### src/rtl/mem_requester.sv
// mem_requester: initiator-side front end for the memory controller.
// Client commands are tagged by address in a small outstanding-request
// table, issued as one-cycle wr_en/rd_en pulses, and retired either by a
// matching wr_ret/rd_ret acknowledgement (producing a client response) or
// by the age timeout (producing a sticky error instead).
module mem_requester #(
   parameter int DEPTH   = 4,
   parameter int TIMEOUT = 1024
) (
   input  logic        clk_i,
   input  logic        reset_i,
   input  logic        cmd_valid_i,
   output logic        cmd_ready_o,
   input  logic        cmd_write_i,
   input  logic [15:0] cmd_addr_i,
   input  logic [15:0] cmd_data_i,
   output logic [15:0] wr_address_o,
   output logic        wr_en_o,
   output logic [15:0] wr_data_o,
   input  logic [15:0] wr_ret_address_i,
   input  logic        wr_ret_ack_i,
   output logic [15:0] rd_address_o,
   output logic        rd_en_o,
   input  logic [15:0] rd_ret_data_i,
   input  logic [15:0] rd_ret_address_i,
   input  logic        rd_ret_ack_i,
   output logic        rd_resp_valid_o,
   output logic [15:0] rd_resp_addr_o,
   output logic [15:0] rd_resp_data_o,
   output logic        wr_resp_valid_o,
   output logic [15:0] wr_resp_addr_o,
   output logic [4:0]  outstanding_o,
   output logic        err_unmatched_o,
   output logic        err_timeout_o
);

   localparam int IDX_W = $clog2(DEPTH);
   // With the timeout disabled the age counter is unused but kept one bit wide.
   localparam int AGE_W = (TIMEOUT > 0) ? $clog2(TIMEOUT + 1) : 1;
   // An entry is retired on the edge where its age would reach TIMEOUT,
   // so it stays outstanding for exactly TIMEOUT cycles.
   localparam logic [AGE_W-1:0] AGE_LAST = (TIMEOUT > 0) ? AGE_W'(TIMEOUT - 1) : '0;
   localparam logic [AGE_W-1:0] AGE_MAX  = (TIMEOUT > 0) ? AGE_W'(TIMEOUT) : '1;

   // Outstanding-request table
   logic [DEPTH-1:0]             valid_q, valid_d;
   logic [DEPTH-1:0]             is_wr_q, is_wr_d;
   logic [DEPTH-1:0][15:0]       addr_q, addr_d;
   logic [DEPTH-1:0][AGE_W-1:0]  age_q, age_d;

   // Controller-side issue registers
   logic        wr_en_q, rd_en_q;
   logic [15:0] wr_addr_q, wr_data_q, rd_addr_q;

   // Client-side response registers
   logic        rd_resp_valid_q, wr_resp_valid_q;
   logic [15:0] rd_resp_addr_q, rd_resp_data_q, wr_resp_addr_q;

   // Status
   logic [4:0]  outstanding_q, outstanding_d;
   logic        err_unmatched_q, err_timeout_q;

   // Per-cycle decode
   logic             free_found;
   logic [IDX_W-1:0] free_idx;
   logic             addr_hit;
   logic             accept;
   logic [DEPTH-1:0] rd_hit_vec, wr_hit_vec, expire_vec, freed_vec;
   logic             rd_match, wr_match, any_expire;
   logic [4:0]       freed_cnt;

   // Lowest-index free slot; scanning downward lets the lowest index win.
   always_comb begin
      free_found = 1'b0;
      free_idx   = '0;
      for (int i = DEPTH - 1; i >= 0; i--) begin
         if (!valid_q[i]) begin
            free_found = 1'b1;
            free_idx   = IDX_W'(i);
         end
      end
   end

   // Address-as-tag lookups for the incoming command and both ack channels.
   always_comb begin
      addr_hit   = 1'b0;
      rd_hit_vec = '0;
      wr_hit_vec = '0;
      expire_vec = '0;
      for (int i = 0; i < DEPTH; i++) begin
         if (valid_q[i] && (addr_q[i] == cmd_addr_i))
            addr_hit = 1'b1;
         rd_hit_vec[i] = rd_ret_ack_i && valid_q[i] && !is_wr_q[i] &&
                         (addr_q[i] == rd_ret_address_i);
         wr_hit_vec[i] = wr_ret_ack_i && valid_q[i] && is_wr_q[i] &&
                         (addr_q[i] == wr_ret_address_i);
         // An ack landing on the expiry edge completes the entry normally.
         expire_vec[i] = (TIMEOUT > 0) && valid_q[i] && (age_q[i] == AGE_LAST) &&
                         !rd_hit_vec[i] && !wr_hit_vec[i];
      end
   end

   assign rd_match   = |rd_hit_vec;
   assign wr_match   = |wr_hit_vec;
   assign any_expire = |expire_vec;
   assign freed_vec  = rd_hit_vec | wr_hit_vec | expire_vec;

   // cmd_ready looks only at registered table state, so a slot or tag freed
   // by an ack this cycle becomes usable on the following cycle.
   assign cmd_ready_o = !reset_i && free_found && !addr_hit;
   assign accept      = cmd_valid_i && cmd_ready_o;

   // Number of entries retired this cycle (two acks plus any expiries).
   always_comb begin
      freed_cnt = '0;
      for (int i = 0; i < DEPTH; i++)
         freed_cnt = freed_cnt + {4'b0, freed_vec[i]};
   end

   assign outstanding_d = outstanding_q + {4'b0, accept} - freed_cnt;

   // Next table state: age, retire, then allocate into a slot that was free.
   always_comb begin
      valid_d = valid_q & ~freed_vec;
      is_wr_d = is_wr_q;
      addr_d  = addr_q;
      age_d   = age_q;
      for (int i = 0; i < DEPTH; i++) begin
         if (valid_q[i] && (age_q[i] != AGE_MAX))
            age_d[i] = age_q[i] + AGE_W'(1);
      end
      if (accept) begin
         valid_d[free_idx] = 1'b1;
         is_wr_d[free_idx] = cmd_write_i;
         addr_d[free_idx]  = cmd_addr_i;
         age_d[free_idx]   = '0;
      end
   end

   // Table registers
   always_ff @(posedge clk_i) begin
      if (reset_i) begin
         valid_q <= '0;
         is_wr_q <= '0;
         addr_q  <= '0;
         age_q   <= '0;
      end else begin
         valid_q <= valid_d;
         is_wr_q <= is_wr_d;
         addr_q  <= addr_d;
         age_q   <= age_d;
      end
   end

   // One-cycle request pulse the cycle after accept; address/data hold otherwise.
   always_ff @(posedge clk_i) begin
      if (reset_i) begin
         wr_en_q   <= 1'b0;
         rd_en_q   <= 1'b0;
         wr_addr_q <= '0;
         wr_data_q <= '0;
         rd_addr_q <= '0;
      end else begin
         wr_en_q <= accept && cmd_write_i;
         rd_en_q <= accept && !cmd_write_i;
         if (accept && cmd_write_i) begin
            wr_addr_q <= cmd_addr_i;
            wr_data_q <= cmd_data_i;
         end
         if (accept && !cmd_write_i)
            rd_addr_q <= cmd_addr_i;
      end
   end

   // Completion pulses to the client for matched acks only.
   always_ff @(posedge clk_i) begin
      if (reset_i) begin
         rd_resp_valid_q <= 1'b0;
         rd_resp_addr_q  <= '0;
         rd_resp_data_q  <= '0;
         wr_resp_valid_q <= 1'b0;
         wr_resp_addr_q  <= '0;
      end else begin
         rd_resp_valid_q <= rd_match;
         wr_resp_valid_q <= wr_match;
         if (rd_match) begin
            rd_resp_addr_q <= rd_ret_address_i;
            rd_resp_data_q <= rd_ret_data_i;
         end
         if (wr_match)
            wr_resp_addr_q <= wr_ret_address_i;
      end
   end

   // Outstanding count and sticky error flags.
   always_ff @(posedge clk_i) begin
      if (reset_i) begin
         outstanding_q   <= '0;
         err_unmatched_q <= 1'b0;
         err_timeout_q   <= 1'b0;
      end else begin
         outstanding_q <= outstanding_d;
         if ((rd_ret_ack_i && !rd_match) || (wr_ret_ack_i && !wr_match))
            err_unmatched_q <= 1'b1;
         if (any_expire)
            err_timeout_q <= 1'b1;
      end
   end

   assign wr_en_o         = wr_en_q;
   assign wr_address_o    = wr_addr_q;
   assign wr_data_o       = wr_data_q;
   assign rd_en_o         = rd_en_q;
   assign rd_address_o    = rd_addr_q;
   assign rd_resp_valid_o = rd_resp_valid_q;
   assign rd_resp_addr_o  = rd_resp_addr_q;
   assign rd_resp_data_o  = rd_resp_data_q;
   assign wr_resp_valid_o = wr_resp_valid_q;
   assign wr_resp_addr_o  = wr_resp_addr_q;
   assign outstanding_o   = outstanding_q;
   assign err_unmatched_o = err_unmatched_q;
   assign err_timeout_o   = err_timeout_q;

endmodule

### config.mk
export PLATFORM = sky130hd
export DESIGN_NAME = mem_requester
export DESIGN_NICKNAME = d
export VERILOG_FILES = /design/src/rtl/mem_requester.sv
export SDC_FILE = /design/constraint.sdc
export NUM_CORES = 1
export LEC_CHECK = 0
export ABC_AREA = 0
export CAP_MARGIN = 30
export CORE_AREA = 2 2 115 228
export CTS_CLUSTER_SIZE = 20
export DETAILED_ROUTE_END_ITERATION = 16
export DIE_AREA = 0 0 117 230
export GPL_TIMING_DRIVEN = 0
export PLACE_DENSITY = 0.79
export SLEW_MARGIN = 40
export SYNTH_ARGS = -nofsm -noshare
export SYNTH_HDL_FRONTEND = slang
export SYNTH_SLANG_ARGS = --single-unit
export TNS_END_PERCENT = 10
### constraint.sdc
create_clock -name clk_i -period 4.9 [get_ports clk_i]
set_input_delay 0.98 -clock clk_i [delete_from_list [all_inputs] [get_ports clk_i]]
set_output_delay 0.98 -clock clk_i [all_outputs]
set_load 0.03 [all_outputs]
==> results.md, run 1 <==
Synth:
- For this run, the number of Yosys warnings is 0.
- The count of flip-flops with a built-in enable after synthesis is 0.
- Of the post-synthesis cell area, the dominant cell type holds 0.400.
- The net count after synthesis is roughly 1,300.
- The cell area after technology mapping is roughly 0.011 mm2.
- sky130_fd_sc_hd__dfxtp_1 takes more of the synthesized area than any other cell.
- The cell count after synthesis is 1,217.
- After synthesis, the cell types taking the most area are sky130_fd_sc_hd__dfxtp_1, sky130_fd_sc_hd__mux2i_1, sky130_fd_sc_hd__xor2_1, sky130_fd_sc_hd__nor2_1, sky130_fd_sc_hd__xnor2_1.
- The share of async-settable or async-resettable flops after synthesis is 0.
- The count of different cell masters after synthesis is 41.
- The sequential share of the synthesized area is 0.400.
- The synthesized design contains between 200 and 250 register bits.
- The synthesized area per cell is slightly above 9 um2.
- The predominant post-synthesis flop cell is sky130_fd_sc_hd__dfxtp_1.

Timing:
- The worst hold slack is around 500 ps.
- Setup violations remaining at the end of the flow were counted as 0.
- The minimum period implied by the final worst setup slack is ~4700 ps.
- The fraction of the cycle the final worst path needs is 0.958.
- The final clock skew is 11.9 ps.
- The number of pins exceeding their max-slew limit in the final report is 0.
- For the final routed database, the setup TNS stands at 0 ps.
- Static timing analysis puts the maximum clock frequency at roughly 0.21 GHz.
- The hold violation count in the final report came to 0.
- The slew of the pin with the lowest slew margin is between 800 and 900 ps.
- Setup repair after global routing left no endpoint under its margin.
- The headroom to the max-slew limit is 0.425.

Placement:
- The half-perimeter wire length after detailed placement is approximately 28,000 um.
- In this run, placement finished with an instance count of between 1,500 and 2,000.
- Routability-driven placement finished with a final weighted congestion of 0.988.
- The total of buffers placed on input and output ports is 145.

Job:
- The max capacitance violation total is 0.

Worst setup path:
- The largest driver fanout on the critical path is 10.
- STA classifies the critical path endpoint as a flip-flop.
- The data required time of the worst path is roughly 5400 ps.
- The worst setup path is of the in2reg kind.
- The worst register-to-register path has a depth of 15.
- The sort of element at the start of the critical path is a primary input.
- The critical path arrival is around 5000 ps.

Routing:
- The final antenna-violating net count is 0.
- The via count is 9,298.
- The count of unresolved DRC violations after routing is 0.
- The wire length per cell is between 20 and 25 um.
- The number of optimization iterations in the first detailed-route pass is 5.
- The post-detailed-route via-to-cell ratio is between 5 and 6.
- Summed over all layers, the routed wires come to between 30,000 and 40,000 um.
- The detailed router finished its first iteration with roughly 530 violations.

Floorplan:
- The core area is 0.0251 mm2.
- The area of the die is 0.0269 mm2.
- The initial utilization of the core area, before any placement, comes to 0.444.
- Measured along the x axis, the die boundary spans around 120 um.
- The die is between 200 and 250 um tall.
- The count of standard-cell rows is 82.
- about 190 I/O pins were placed.

Final layout:
- The antenna diode instance count is 0.
- Measured on the finished design, the core utilization comes to 0.548.
- The sequential cells in the finished layout cover a total of roughly 0.0045 mm2.
- After filler insertion, the fill cell instance count of the layout stands at roughly 2,300.
- The multi-input combinational cells in the finished layout cover a total of a little over 0.006 mm2.
- Relative to the synthesized area, the layout overhead comes to 23.5%.
- The proportion of layout cells with a drive suffix above 1 is 0.0842.
- In the layout the commonest cells are sky130_fd_sc_hd__dfxtp_1, sky130_fd_sc_hd__nor2_1, sky130_fd_sc_hd__xor2_1.
- The most common cell after layout, fill and taps aside is sky130_fd_sc_hd__dfxtp_1.
- After the flow finishes, the layout carries non-filler instances totaling 1,738.
- The net count of the finished layout is between 1,000 and 1,500.

CTS:
- The maximum clock insertion buffer count is 3.
- Gates resized during post-CTS repair numbered 0.
- CTS built an H-tree with a depth of 1.
- Clock-pin slew was measured on the worst setup and hold paths at ~70 ps.
- The post-CTS repair timing setup buffer count is 0.
- The count of hold buffers inserted by post-cts repair is 0.
- TritonCTS built the clock tree.
- The clock latency of the later-clocked register in the worst-skew pair is between 500 and 600 ps.
- The tree built by TritonCTS fans out to around 220 sinks.
- The root buffer cell chosen for the clock tree is sky130_fd_sc_hd__clkbuf_16.
- In this run, CTS created clock tree buffers numbering 22.

Worst hold path:
- The worst hold path belongs to the class reg2reg.
- Counting instances, the worst hold path has a depth of 2.

Global routing:
- The number of antenna violations at the first check in global routing is 0.
- Across every metal layer, demand over resource in global routing totals 0.270.
- The fraction of met2 tracks used by global routing is 0.488.
- The most used routing layer is met2.
- Entering global routing, the biggest net connects 16 pins.
- The via count of the first global-routing pass is 9,474.
- The global routing met3 resource utilization is 0.0358.
- For met1 alone, demand over resource in global routing was 0.269.
- The remaining global-route overflow is 0.
- The first global-routing pass estimated 54,400 um of wire.

Pwr:
- The maximum VDD drop is ~0.26 mV.
- Dividing total power by cell area gives a power density of around 300 mW/mm2.
- The design draws 4.19 mW.
- The leakage power is between 5 and 6 nW.

Outcome:
- The run finished with clean final reports.
[sequential cells by signal (all words and copies together) (netlist names)]
name,cells
wr_resp_addr_o,16
wr_en_o,1
err_unmatched_o,1
rd_resp_valid_o,1
age_q,44
err_timeout_o,1
wr_data_o,16
rd_address_o,16
outstanding_o,5
is_wr_q,4
rd_resp_addr_o,16
wr_address_o,16
rd_resp_data_o,16
rd_en_o,1
wr_resp_valid_o,1
addr_q,64
valid_q,4
[cell usage after synthesis (all sizes together) (5+ instances only)]
master,instances
dfxtp,223
nor2,212
xor2,166
mux2i,147
xnor2,66
buf,53
nor4,48
clkbuf,44
nor3,39
nand3,37
nand2,34
a21oi,24
inv,24
nand4,20
o21ai,19
and3,14
ha,11
fa,5
or3,5
[cell type report]
type                            count  share of cell area
Buffer                             97              0.0348
Clock buffer                       30              0.0466
Clock inverter                     10             0.00635
Inverter                           24             0.00654
Multi-Input combinational cell    873               0.446
Sequential cell                   223               0.324
Tap cell                          336              0.0305
Timing Repair Buffer              145               0.105
[power breakdown]
| part | internal, mW | switching [mW] |
|---|---|---|
| Clock | 0.976 | 0.757 |
| Sequential | 1.85 | 0.0385 |
| Combinational | 0.226 | 0.334 |
[final timing paths]
path | startpoint | to | slack [ps]
max reg2reg | addr_q[8] | outstanding_o[3] | 530
max | cmd_addr_i[0] | outstanding_o[3] | 210
min | wr_data_o[11] | wr_data_o[11] | 490
min reg2reg | wr_data_o[11] | wr_data_o[11] | 490
[routing by layer]
| metal | wire (um) | part of all wire |
|---|---|---|
| met1 | 12200 | 0.34 |
| met3 | 1460 | 0.040 |
| met5 | 0 | 0 |
| met4 | 3200 | 0.089 |
| met2 | 19100 | 0.53 |
[metrics by stage]
step                setup WS [ps]  cell area, um2
CTS                           244           13800
global route                 44.7           13800
detailed placement           -285           13100
finish                        208           13800
floorplan                     615           11200
global placement             -236           13000
[critical path, stage by stage]
cell and delay, ps:
sky130_fd_sc_hd__buf_2 340, sky130_fd_sc_hd__xor2_1 180, sky130_fd_sc_hd__nor4_1 70, sky130_fd_sc_hd__nand4_1 220, sky130_fd_sc_hd__o32ai_4 200, sky130_fd_sc_hd__nor4_4 640
sky130_fd_sc_hd__inv_1 320, sky130_fd_sc_hd__buf_2 290, sky130_fd_sc_hd__fa_1 500, sky130_fd_sc_hd__inv_1 40, sky130_fd_sc_hd__ha_1 210, sky130_fd_sc_hd__fa_1 400
sky130_fd_sc_hd__ha_1 180, sky130_fd_sc_hd__inv_1 60, sky130_fd_sc_hd__fa_1 400, sky130_fd_sc_hd__nor2_1 100
[kinds of logic after synthesis]
logic type | Yosys count | synth area share
and+or+nand+nor | 422 | 0.182
xor gates and xnor gates | 232 | 0.182
DFF | 223 | 0.400
muxes | 147 | 0.132
buffers and inverters | 121 | 0.0510
AOI/OAI and AO/OA | 56 | 0.0322
adders and majority gates | 16 | 0.0213
Power figures use the tool's default switching activity.
==> run 2: changes to the inputs <==
Settings changed: PLACE_DENSITY 0.79 to 0.78.
==> results.md, run 2 (synthesized netlist as in run 1, its figures left out) <==
Worst setup path:
- The critical path arrival is 5180 ps (+30 ps).
- The largest driver fanout on the critical path is 10 (unchanged).
- STA classifies the critical path endpoint as a flip-flop.
- The data required time of the worst path was 5360 ps (about the same).
- The worst setup path is launched from a primary input.
- The path type of the worst setup path is in2reg.

Floorplan:
- The area of the die is 0.0269 mm2 (unchanged).
- The chip height is 230 um (unchanged).
- The core area is 0.0251 mm2 (unchanged).
- The initial standard-cell utilization of the core came to 0.444 (unchanged).
- The count of standard-cell rows was 82 (unchanged).
- The die width is 117 um (unchanged).
- The number of placed I/O pins is 194 (unchanged).

Placement:
- The area of placed instances is 0.0131 mm2 (unchanged).
- The worst slack after detailed placement is -249 ps (+36.1 ps).
- The total instance count after detailed placement is 1,698 (unchanged).
- The half-perimeter wire length after detailed placement came to 27,100 um (-2.8%).
- The routability congestion estimate was 0.976 (-1.2%).
- The total of buffers placed on input and output ports is 145 (unchanged).

CTS:
- The clock-pin slew reported for the worst setup and hold paths after clock tree synthesis is 70 ps (about the same).
- TritonCTS built the clock tree.
- The total of cells resized after clock tree synthesis was 0 (unchanged).
- The maximum clock insertion buffer count is 3 (unchanged).
- The number of clock sinks is 223 (unchanged).
- The total number of H-tree levels came to 1 (unchanged).
- The count of hold buffers inserted by post-cts repair was 0 (unchanged).
- The post-CTS repair timing setup buffer count was 0 (unchanged).
- The clock latency of the later-clocked register in the worst-skew pair is 530 ps (about the same).
- CTS placed an instance of sky130_fd_sc_hd__clkbuf_16 at the clock tree root.
- The total CTS buffers is 21 (-4.5%).

Routing:
- The count of unresolved DRC violations after routing is 0 (unchanged).
- The final antenna-violating net count is 0 (unchanged).
- The total length of routed wires was 35,500 um (-1.5%).
- The DRC marker count from the first detailed-route iteration is 494 (-7.5%).
- The number of optimization iterations in the first detailed-route pass is 5 (unchanged).
- The wire length per cell is 20.5 um (-1.4%).
- The via count is 9,344 (+0.49%).
- The post-detailed-route via-to-cell ratio is 5.39 (+0.67%).

Final layout:
- The antenna diode instance count came to 0 (unchanged).
- The final core utilization is 0.546 (-0.00229).
- The register containing the most flip-flops in the final layout is addr_q.
- The largest registers in the layout are addr_q (64), age_q (44).
- The number of flip-flops under the largest register name was 64 (unchanged).
- The final instance count without filler cells is 1,735 (-0.17%).
- The area of all placed cells without fillers is 0.0137 mm2 (-0.42%).
- Leaving out fill and tap cells, the most frequent cells in the layout are sky130_fd_sc_hd__dfxtp_1, sky130_fd_sc_hd__nor2_1, sky130_fd_sc_hd__xor2_1.
- The layout net count came to 1,487 (-0.067%).
- Relative to the synthesized area, the layout overhead comes to 22.9%.
- The proportion of layout cells with a drive suffix above 1 is 0.0822 (-0.00196).
- The library cell used most frequently in the layout, excluding fill and tap cells, is sky130_fd_sc_hd__dfxtp_1.

Timing:
- The final worst-path setup slack is 187 ps (-20.6 ps).
- The final-layout setup total negative slack is 0 ps (unchanged).
- The fraction of the cycle the final worst path needs was 0.962 (+0.00421).
- The worst hold slack came to 492 ps (+0.369 ps).
- The slew of the pin with the lowest slew margin is 766 ps (-89.9 ps).
- Setup repair after global routing left no endpoint under its margin.
- The hold violation count in the final report is 0 (unchanged).
- The minimum period implied by the final worst setup slack is 4710 ps (+20.6 ps).
- The number of pins exceeding their max-slew limit in the final report is 0 (unchanged).
- The final setup violation count is 0 (unchanged).
- The maximum clock rate is 0.212 GHz (-0.44%).
- The final clock skew is 11.1 ps (-0.825 ps).
- The headroom to the max-slew limit is 0.485 (+0.0595).

Pwr:
- The overall power consumption is 4.10 mW (-2.0%).
- The leakage power is 5.48 nW (-0.45%).
- The maximum VDD drop is 0.283 mV (+11%).
- The power per cell area is 299 mW/mm2 (-1.6%).

Outcome:
- The flow ran to the end, and the final reports show no timing, DRC or antenna violations.

Global routing:
- The number of antenna violations at the first check in global routing came to 0 (unchanged).
- The remaining global-route overflow was 0 (unchanged).
- The via count of the first global-routing pass is 9,450 (-0.25%).
- The global router's overall resource usage is 0.261 (-0.00915).
- The first-pass GRT wire length is 53,300 um (-2.1%).
- The largest net degree at the start of global routing came to 16 (unchanged).

Job:
- The max capacitance violation total is 0 (unchanged).

Worst hold path:
- The class of the tightest hold or removal check is reg2reg.
==> run 2: cell types whose count changed in the layout (fill, tap and decap cells not counted) <==
cell and delta:
sky130_fd_sc_hd__clkbuf_16 -2, sky130_fd_sc_hd__clkinvlp_4 -1
==> run 2: metal layers <==
| metal | wire length [um] | part of all wire | GRT usage | vias to the layer above |
|---|---|---|---|---|
| li1 | - | - | - | 4383 |
| met1 | 12000 | 0.34 | 0.260 | 4418 |
| met2 | 19000 | 0.54 | 0.483 | 370 |
| met3 | 1620 | 0.046 | 0.0316 | 173 |
| met4 | 2880 | 0.081 | 0.182 | 0 |
| met5 | 0 | 0 | 0 | - |
==> run 2: area by class of cell <==
class,count,area [um2]
Clock buffer,28,592
Clock inverter,9,80.1
Sequential cell,223,4460
Tap cell,336,420
Buffer,97,479
Inverter,24,90.1
Multi-Input combinational cell,873,6150
Fill cell,2289,11400
Timing Repair Buffer,145,1450
==> run 2: report_power, final <==
group	internal, mW	leakage, nW	switching (mW)
clock	0.906	0.333	0.744
sequential	1.85	1.80	0.0361
combinational	0.226	3.34	0.334
==> run 2: final timing paths <==
check                                       from                to  slack, ps  depth (start not counted)
worst max-delay path               cmd_addr_i[0]  outstanding_o[3]        190                         16
worst min-delay path            rd_address_o[11]  rd_address_o[11]        490                          2
worst max register to register        valid_q[0]  outstanding_o[3]        500                         14
worst min register to register  rd_address_o[11]  rd_address_o[11]        490                          2
==> run 2: critical path, stage by stage <==
cell	delay [ps]
sky130_fd_sc_hd__buf_2	330
sky130_fd_sc_hd__xor2_1	220
sky130_fd_sc_hd__nor4_1	80
sky130_fd_sc_hd__nand4_1	160
sky130_fd_sc_hd__o32ai_4	190
sky130_fd_sc_hd__nor4_4	690
sky130_fd_sc_hd__inv_1	340
sky130_fd_sc_hd__buf_2	290
sky130_fd_sc_hd__fa_1	490
sky130_fd_sc_hd__inv_1	40
sky130_fd_sc_hd__ha_1	200
sky130_fd_sc_hd__fa_1	400
sky130_fd_sc_hd__ha_1	190
sky130_fd_sc_hd__inv_1	70
sky130_fd_sc_hd__fa_1	410
sky130_fd_sc_hd__nor2_1	90
